<file path="config.mk">
export PLATFORM = sky130hd
export DESIGN_NAME = wb_reg_slave
export DESIGN_NICKNAME = d
export VERILOG_FILES = /design/src/rtl/wb_core_pkg.sv /design/src/rtl/wb_reg_bank.sv /design/src/rtl/wb_reg_slave.sv
export SDC_FILE = /design/constraint.sdc
export NUM_CORES = 1
export LEC_CHECK = 0
export CAP_MARGIN = 20
export CORE_ASPECT_RATIO = 2
export CORE_UTILIZATION = 55
export CTS_CLUSTER_SIZE = 24
export DETAILED_ROUTE_END_ITERATION = 8
export PLACE_DENSITY_LB_ADDON = 0.15
export SLEW_MARGIN = 20
export SYNTH_ARGS = -nofsm -noshare
export SYNTH_HDL_FRONTEND = slang
export SYNTH_HIERARCHICAL = 1
export SYNTH_SLANG_ARGS = --single-unit
</file>
<file path="constraint.sdc">
create_clock -name clk_i -period 1.9 [get_ports clk_i]
set_input_delay 0.38 -clock clk_i [delete_from_list [all_inputs] [get_ports clk_i]]
set_output_delay 0.38 -clock clk_i [all_outputs]
set_load 0.005 [all_outputs]
</file>
<file path="src/rtl/wb_core_pkg.sv">
// Shared sizing, FSM state type and decoded-request record for the
// Wishbone register slave.
package wb_core_pkg;

    localparam int ADDR_WIDTH   = 16;
    localparam int DATA_WIDTH   = 32;
    localparam int GRANULE      = 8;
    localparam int REGISTER_NUM = 16;
    localparam int SEL_WIDTH    = DATA_WIDTH / GRANULE;
    localparam int IDX_WIDTH    = $clog2(REGISTER_NUM);

    typedef enum logic [1:0] {
        IDLE,
        WAIT,
        RESP
    } state_e;

    typedef struct packed {
        logic                  we;
        logic [IDX_WIDTH-1:0]  idx;
        logic [SEL_WIDTH-1:0]  sel;
        logic [DATA_WIDTH-1:0] dat;
        logic                  err;
    } req_t;

endpackage

</file>
<file path="src/rtl/wb_reg_bank.sv">
// Register array with per-lane write enables and an asynchronous read port.
// Every word clears on reset.
module wb_reg_bank #(
    parameter int DATA_WIDTH   = 32,
    parameter int GRANULE      = 8,
    parameter int REGISTER_NUM = 16,
    localparam int SEL_WIDTH   = DATA_WIDTH / GRANULE,
    localparam int IDX_WIDTH   = $clog2(REGISTER_NUM)
) (
    input  logic                  clk,
    input  logic                  rst_n,
    input  logic                  wr_en,
    input  logic [IDX_WIDTH-1:0]  idx,
    input  logic [SEL_WIDTH-1:0]  sel,
    input  logic [DATA_WIDTH-1:0] wdata,
    output logic [DATA_WIDTH-1:0] rdata
);

    logic [DATA_WIDTH-1:0] regs [REGISTER_NUM];

    always_ff @(posedge clk or negedge rst_n) begin
        if (!rst_n) begin
            for (int i = 0; i < REGISTER_NUM; i++) begin
                regs[i] <= '0;
            end
        end else if (wr_en) begin
            for (int k = 0; k < SEL_WIDTH; k++) begin
                if (sel[k]) begin
                    regs[idx][k*GRANULE +: GRANULE] <= wdata[k*GRANULE +: GRANULE];
                end
            end
        end
    end

    assign rdata = regs[idx];

endmodule

</file>
<file path="src/rtl/wb_reg_slave.sv">
// Wishbone B4 pipelined slave fronting a small control register file.
// One request outstanding; optional wait states; bad accesses end with err_o.
//
//   state | meaning
//   IDLE  | no request outstanding, ready to accept
//   WAIT  | request accepted, counting wait states, stall_o high
//   RESP  | ack_o/err_o pulse; a new request may be accepted this cycle
module wb_reg_slave #(
    parameter int  ADDR_WIDTH   = wb_core_pkg::ADDR_WIDTH,
    parameter int  DATA_WIDTH   = wb_core_pkg::DATA_WIDTH,
    parameter int  GRANULE      = wb_core_pkg::GRANULE,
    parameter int  REGISTER_NUM = wb_core_pkg::REGISTER_NUM,
    parameter int  WAIT_STATES  = 0,
    localparam int SEL_WIDTH    = DATA_WIDTH / GRANULE,
    localparam int AW_LSB       = $clog2(SEL_WIDTH)
) (
    input  logic                  clk_i,
    input  logic                  rst_i,
    input  logic                  cyc_i,
    input  logic                  stb_i,
    input  logic                  we_i,
    input  logic [ADDR_WIDTH-1:0] adr_i,
    input  logic [SEL_WIDTH-1:0]  sel_i,
    input  logic [DATA_WIDTH-1:0] dat_i,
    output logic [DATA_WIDTH-1:0] dat_o,
    output logic                  ack_o,
    output logic                  err_o,
    output logic                  stall_o
);

    import wb_core_pkg::*;

    localparam int WORD_WIDTH = ADDR_WIDTH - AW_LSB;
    localparam int BANK_IDX_W = $clog2(REGISTER_NUM);
    localparam int CNT_WIDTH  = 3;
    localparam logic [CNT_WIDTH-1:0] WAIT_LOAD =
        (WAIT_STATES > 0) ? CNT_WIDTH'(WAIT_STATES - 1) : '0;

    state_e                 state, state_nxt;
    logic [CNT_WIDTH-1:0]   wait_cnt, wait_cnt_nxt;
    logic                   resp_err;
    logic [DATA_WIDTH-1:0]  resp_dat;
    logic [DATA_WIDTH-1:0]  bank_rdata;
    logic [WORD_WIDTH-1:0]  word;
    logic                   accept;
    logic                   bank_wr;
    req_t                   req;

    assign word    = adr_i[ADDR_WIDTH-1:AW_LSB];
    assign stall_o = (state == WAIT);
    assign accept  = cyc_i & stb_i & ~stall_o;

    always_comb begin
        req.we  = we_i;
        req.idx = word[BANK_IDX_W-1:0];
        req.sel = sel_i;
        req.dat = dat_i;
        req.err = (|adr_i[AW_LSB-1:0])
               || (word >= WORD_WIDTH'(REGISTER_NUM))
               || (sel_i == '0);
    end

    // Writes land on the accept edge, so an abort later cannot undo them.
    assign bank_wr = accept & req.we & ~req.err;

    wb_reg_bank #(
        .DATA_WIDTH   (DATA_WIDTH),
        .GRANULE      (GRANULE),
        .REGISTER_NUM (REGISTER_NUM)
    ) u_bank (
        .clk   (clk_i),
        .rst_n (rst_i),
        .wr_en (bank_wr),
        .idx   (req.idx),
        .sel   (req.sel),
        .wdata (req.dat),
        .rdata (bank_rdata)
    );

    always_comb begin
        state_nxt    = state;
        wait_cnt_nxt = wait_cnt;
        case (state)
            IDLE, RESP: begin
                if (accept) begin
                    if (WAIT_STATES > 0) begin
                        state_nxt    = WAIT;
                        wait_cnt_nxt = WAIT_LOAD;
                    end else begin
                        state_nxt = RESP;
                    end
                end else begin
                    state_nxt = IDLE;
                end
            end
            WAIT: begin
                if (!cyc_i) begin
                    state_nxt = IDLE;
                end else if (wait_cnt == '0) begin
                    state_nxt = RESP;
                end else begin
                    wait_cnt_nxt = wait_cnt - 1'b1;
                end
            end
            default: state_nxt = IDLE;
        endcase
    end

    always_ff @(posedge clk_i or negedge rst_i) begin
        if (!rst_i) begin
            state    <= IDLE;
            wait_cnt <= '0;
            resp_err <= 1'b0;
            resp_dat <= '0;
        end else begin
            state    <= state_nxt;
            wait_cnt <= wait_cnt_nxt;
            if (accept) begin
                resp_err <= req.err;
                resp_dat <= req.err ? '0 : bank_rdata;
            end
        end
    end

    // Termination is gated by cyc_i so a master dropping the cycle never sees it.
    assign ack_o = (state == RESP) & cyc_i & ~resp_err;
    assign err_o = (state == RESP) & cyc_i & resp_err;
    assign dat_o = ack_o ? resp_dat : '0;

endmodule

</file>
==> results_dict.tcl <==
set metrics [dict create \
    status "finished, violations left" \
    violations "negative setup slack" \
    core_area_um2 46500 \
    leakage_nw 16.1 \
    antenna_found_initial 1 \
    cts_buffer_depth 3 \
    die_h_um 309 \
    numPlacedInstances 2324 \
    grtUsageTotal 0.273 \
    finalHoldViolCount 0 \
    pwr_density_cell_nw_per_um2 719 \
    insertion_delay_ns 0.59 \
    dpl-instance-area_um2 29800 \
    drv_cap 0 \
    synth_fp_nets 1615 \
    cts-root-buf "clkbuf_16" \
    setup.worst_path.class "in -> reg" \
    drt_iter0_drc 766 \
    vias 14500 \
    nets 1829 \
    die_x_um 155 \
    peakVddDrop_v 0.000865 \
    slowest_delay_ns 0.53 \
    crit_chain "buf_6, or4_4, nor3_4, and3_4, buf_12, buf_4, and4bb_4, nor2b_4, buf_12, mux2_4" \
    port_buffers 90 \
    slowest_stage "or4_4" \
    worst_pin_slew_ns 0.650 \
    tritoncts "done" \
    clkSinkCount 546 \
    max_freq_ghz 0.440 \
    arrival_ns 2.75 \
    yosys.area_share.simple 0.0663 \
    async_flop_share 1.00 \
    synthesis.area_um2 25900 \
    io_pins 92 \
    place_ws_ns -1.62 \
    syn_inst 1558 \
    area_delta_synth_final_pct 25.5 \
    worstSetupStartpoint "adr_i[10]" \
    grt_pass1_vias 16300 \
    routedWlPerCell_um 25.5 \
    clock_skew_ns 0.0146 \
    via_per_inst 5.96 \
    worst_setup_path_end_kind "flip-flop" \
    synthFlopType "dfrtp_1" \
    final_cell_mix "dfrtp_1 (546), mux2_4 (420), mux4_2 (128), buf_4 (92), mux2_2 (91)" \
    syn_area_per_cell_um2 16.6 \
    fin_ws_ns -0.375 \
    required_ns 2.37 \
    yosys_warnings 6 \
    layout_worst_path_cycle_share 1.20 \
    firstDrtPassIters 4 \
    critPathBufInv 4 \
    ys_seq_elements 546 \
    antenna_cells 0 \
    clkSlewWorstSetupHoldPaths_ns 0.07 \
    grt-ovfl-total 0 \
    finalSetupViolCount 545 \
    min_period_ns 2.28 \
    start_util 0.557 \
    yosys.area_share.xor_xnor 0 \
    place_hpwl_um 41200 \
    cp_top_family "simple AND/OR/NAND/NOR gates" \
    fin_cells 2436 \
    synth_edf_count 0 \
    cpMostUsedCell "buf_12" \
    seq_area_frac_synth 0.527 \
    ant_nets 0 \
    synth_adder_area_share 0 \
    grt_max_degree 81 \
    hp-class "in -> async" \
    synthDistinctLibCells 46 \
    slew_viol_final 0 \
    gp_congestion 0.799 \
    synth_top_family_by_area "multiplexers" \
    drive_above_1_share 0.608 \
    cts_made_buffers 49 \
    r2r-start "u_bank/regs[484]$_DFFE_PN0P_" \
    crit_path_start_kind "primary input" \
    rsz0062_at_grt "yes" \
    final_area_um2 32500 \
    dieArea_um2 48000 \
    muxShareOfSynthArea 0.350 \
    synth_compound_area_frac 0.0326 \
    critPathMaxFanout 8 \
    drc 0 \
    slew-limit-headroom 0.565 \
    routed_wl_um 62200 \
    final_common_cell "dfrtp_1" \
    fill_cells 3071 \
    cts.htree.levels 2 \
    grt_pass1_wl_um 99100 \
    row_count 112 \
]
==> where the power goes <==
part           internal, mW  switching (mW)
logic                 0.509           0.860
clock network          5.90            4.49
registers              11.6         0.00113
==> stage by stage <==
step	TNS [ns]	power, mW	util	hold slack [ns]
after global placement	-694.31	13.2	0.640	0.284
after CTS	-135.29	23.6	0.695	0.264
final	-148.46	23.4	0.699	0.270
after global routing	-158.92	24.1	0.699	0.283
after detailed placement	-702.81	13.2	0.640	0.288
after floorplan	-408.56	12.4	-	0.0844
==> worst reg2reg max path, cell delays in order (launching register included) <==
cell and delay (ns):
dfrtp_1 0.40, mux4_2 0.47, a22oi_1 0.28, nand2_1 0.23, a32o_2 0.29
==> area by class of cell <==
cell class                      count  area [um^2]  area share
Tap cell                          627          785      0.0241
Sequential cell                   546        13700       0.420
Clock buffer                       60         1360      0.0417
Timing Repair Buffer              269         3240      0.0998
Multi-Input combinational cell    905        13200       0.405
Inverter                            1         3.75    0.000115
Clock inverter                     28          309     0.00950
==> path summary, 6_finish.rpt <==
kind                                                     end  slack (ns)  depth (start not counted)
worst max-delay path            u_bank/regs[220]$_DFFE_PN0P_       -0.38                         10
worst min-delay path            u_bank/regs[134]$_DFFE_PN0P_        0.27                          2
worst max register to register       resp_dat[4]$_DFFE_PN0P_        0.12                          4
worst min register to register      resp_dat[21]$_DFFE_PN0P_        0.50                          1
max in group asynchronous       u_bank/regs[399]$_DFFE_PN0P_        0.86                          4
min in group clk_i                  resp_dat[13]$_DFFE_PN0P_        0.43                          5
==> layer usage <==
metal	track usage	up-vias	part of all wire
li1	-	6286	-
met1	0.356	7816	0.41
met2	0.465	279	0.52
met3	0.0307	136	0.028
met4	0.114	2	0.041
met5	0	-	0.00021
==> flip-flops by register name, summed over array words and instances, names as in the netlist <==
| register | flops |
|---|---|
| resp_dat | 32 |
| resp_err | 1 |
| state | 1 |
| u_bank/regs | 512 |
==> what timing repair did <==
| action | 4_1_cts | 5_1_grt |
|---|---|---|
| pin swaps | 59 | 46 |
| cloned | 4 | 1 |
| hold buffers | 1 | 0 |
| setup buffers | 22 | 3 |
| setup endpoints to repair | 546 | 546 |
| gates resized for setup | 346 | 58 |
| endpoints found under the hold margin | 36 | 0 |
==> synthesized netlist by cell type (9+ instances only) <==
library cell	n	area share
a32o_2	28	0.012
buf_6	16	0.0070
nor2_8	36	0.028
nand2_1	36	0.0052
buf_2	24	0.0046
mux2_4	112	0.065
dfrtp_1	546	0.53
mux2_2	324	0.14
and2_1	33	0.0080
nor2_2	9	0.0022
clkbuf_1	48	0.0070
mux2_1	76	0.033
mux4_2	128	0.11
buf_4	9	0.0026
a22oi_1	64	0.019
==> kinds of logic after synthesis <==
family | Yosys count
multiplexers | 640
flip-flops | 546
AND/OR/NAND/NOR | 167
buffers and inverters | 107
AO/OA/AOI/OAI | 97
other | 1
Note: power is estimated with default switching activity, not from simulation.
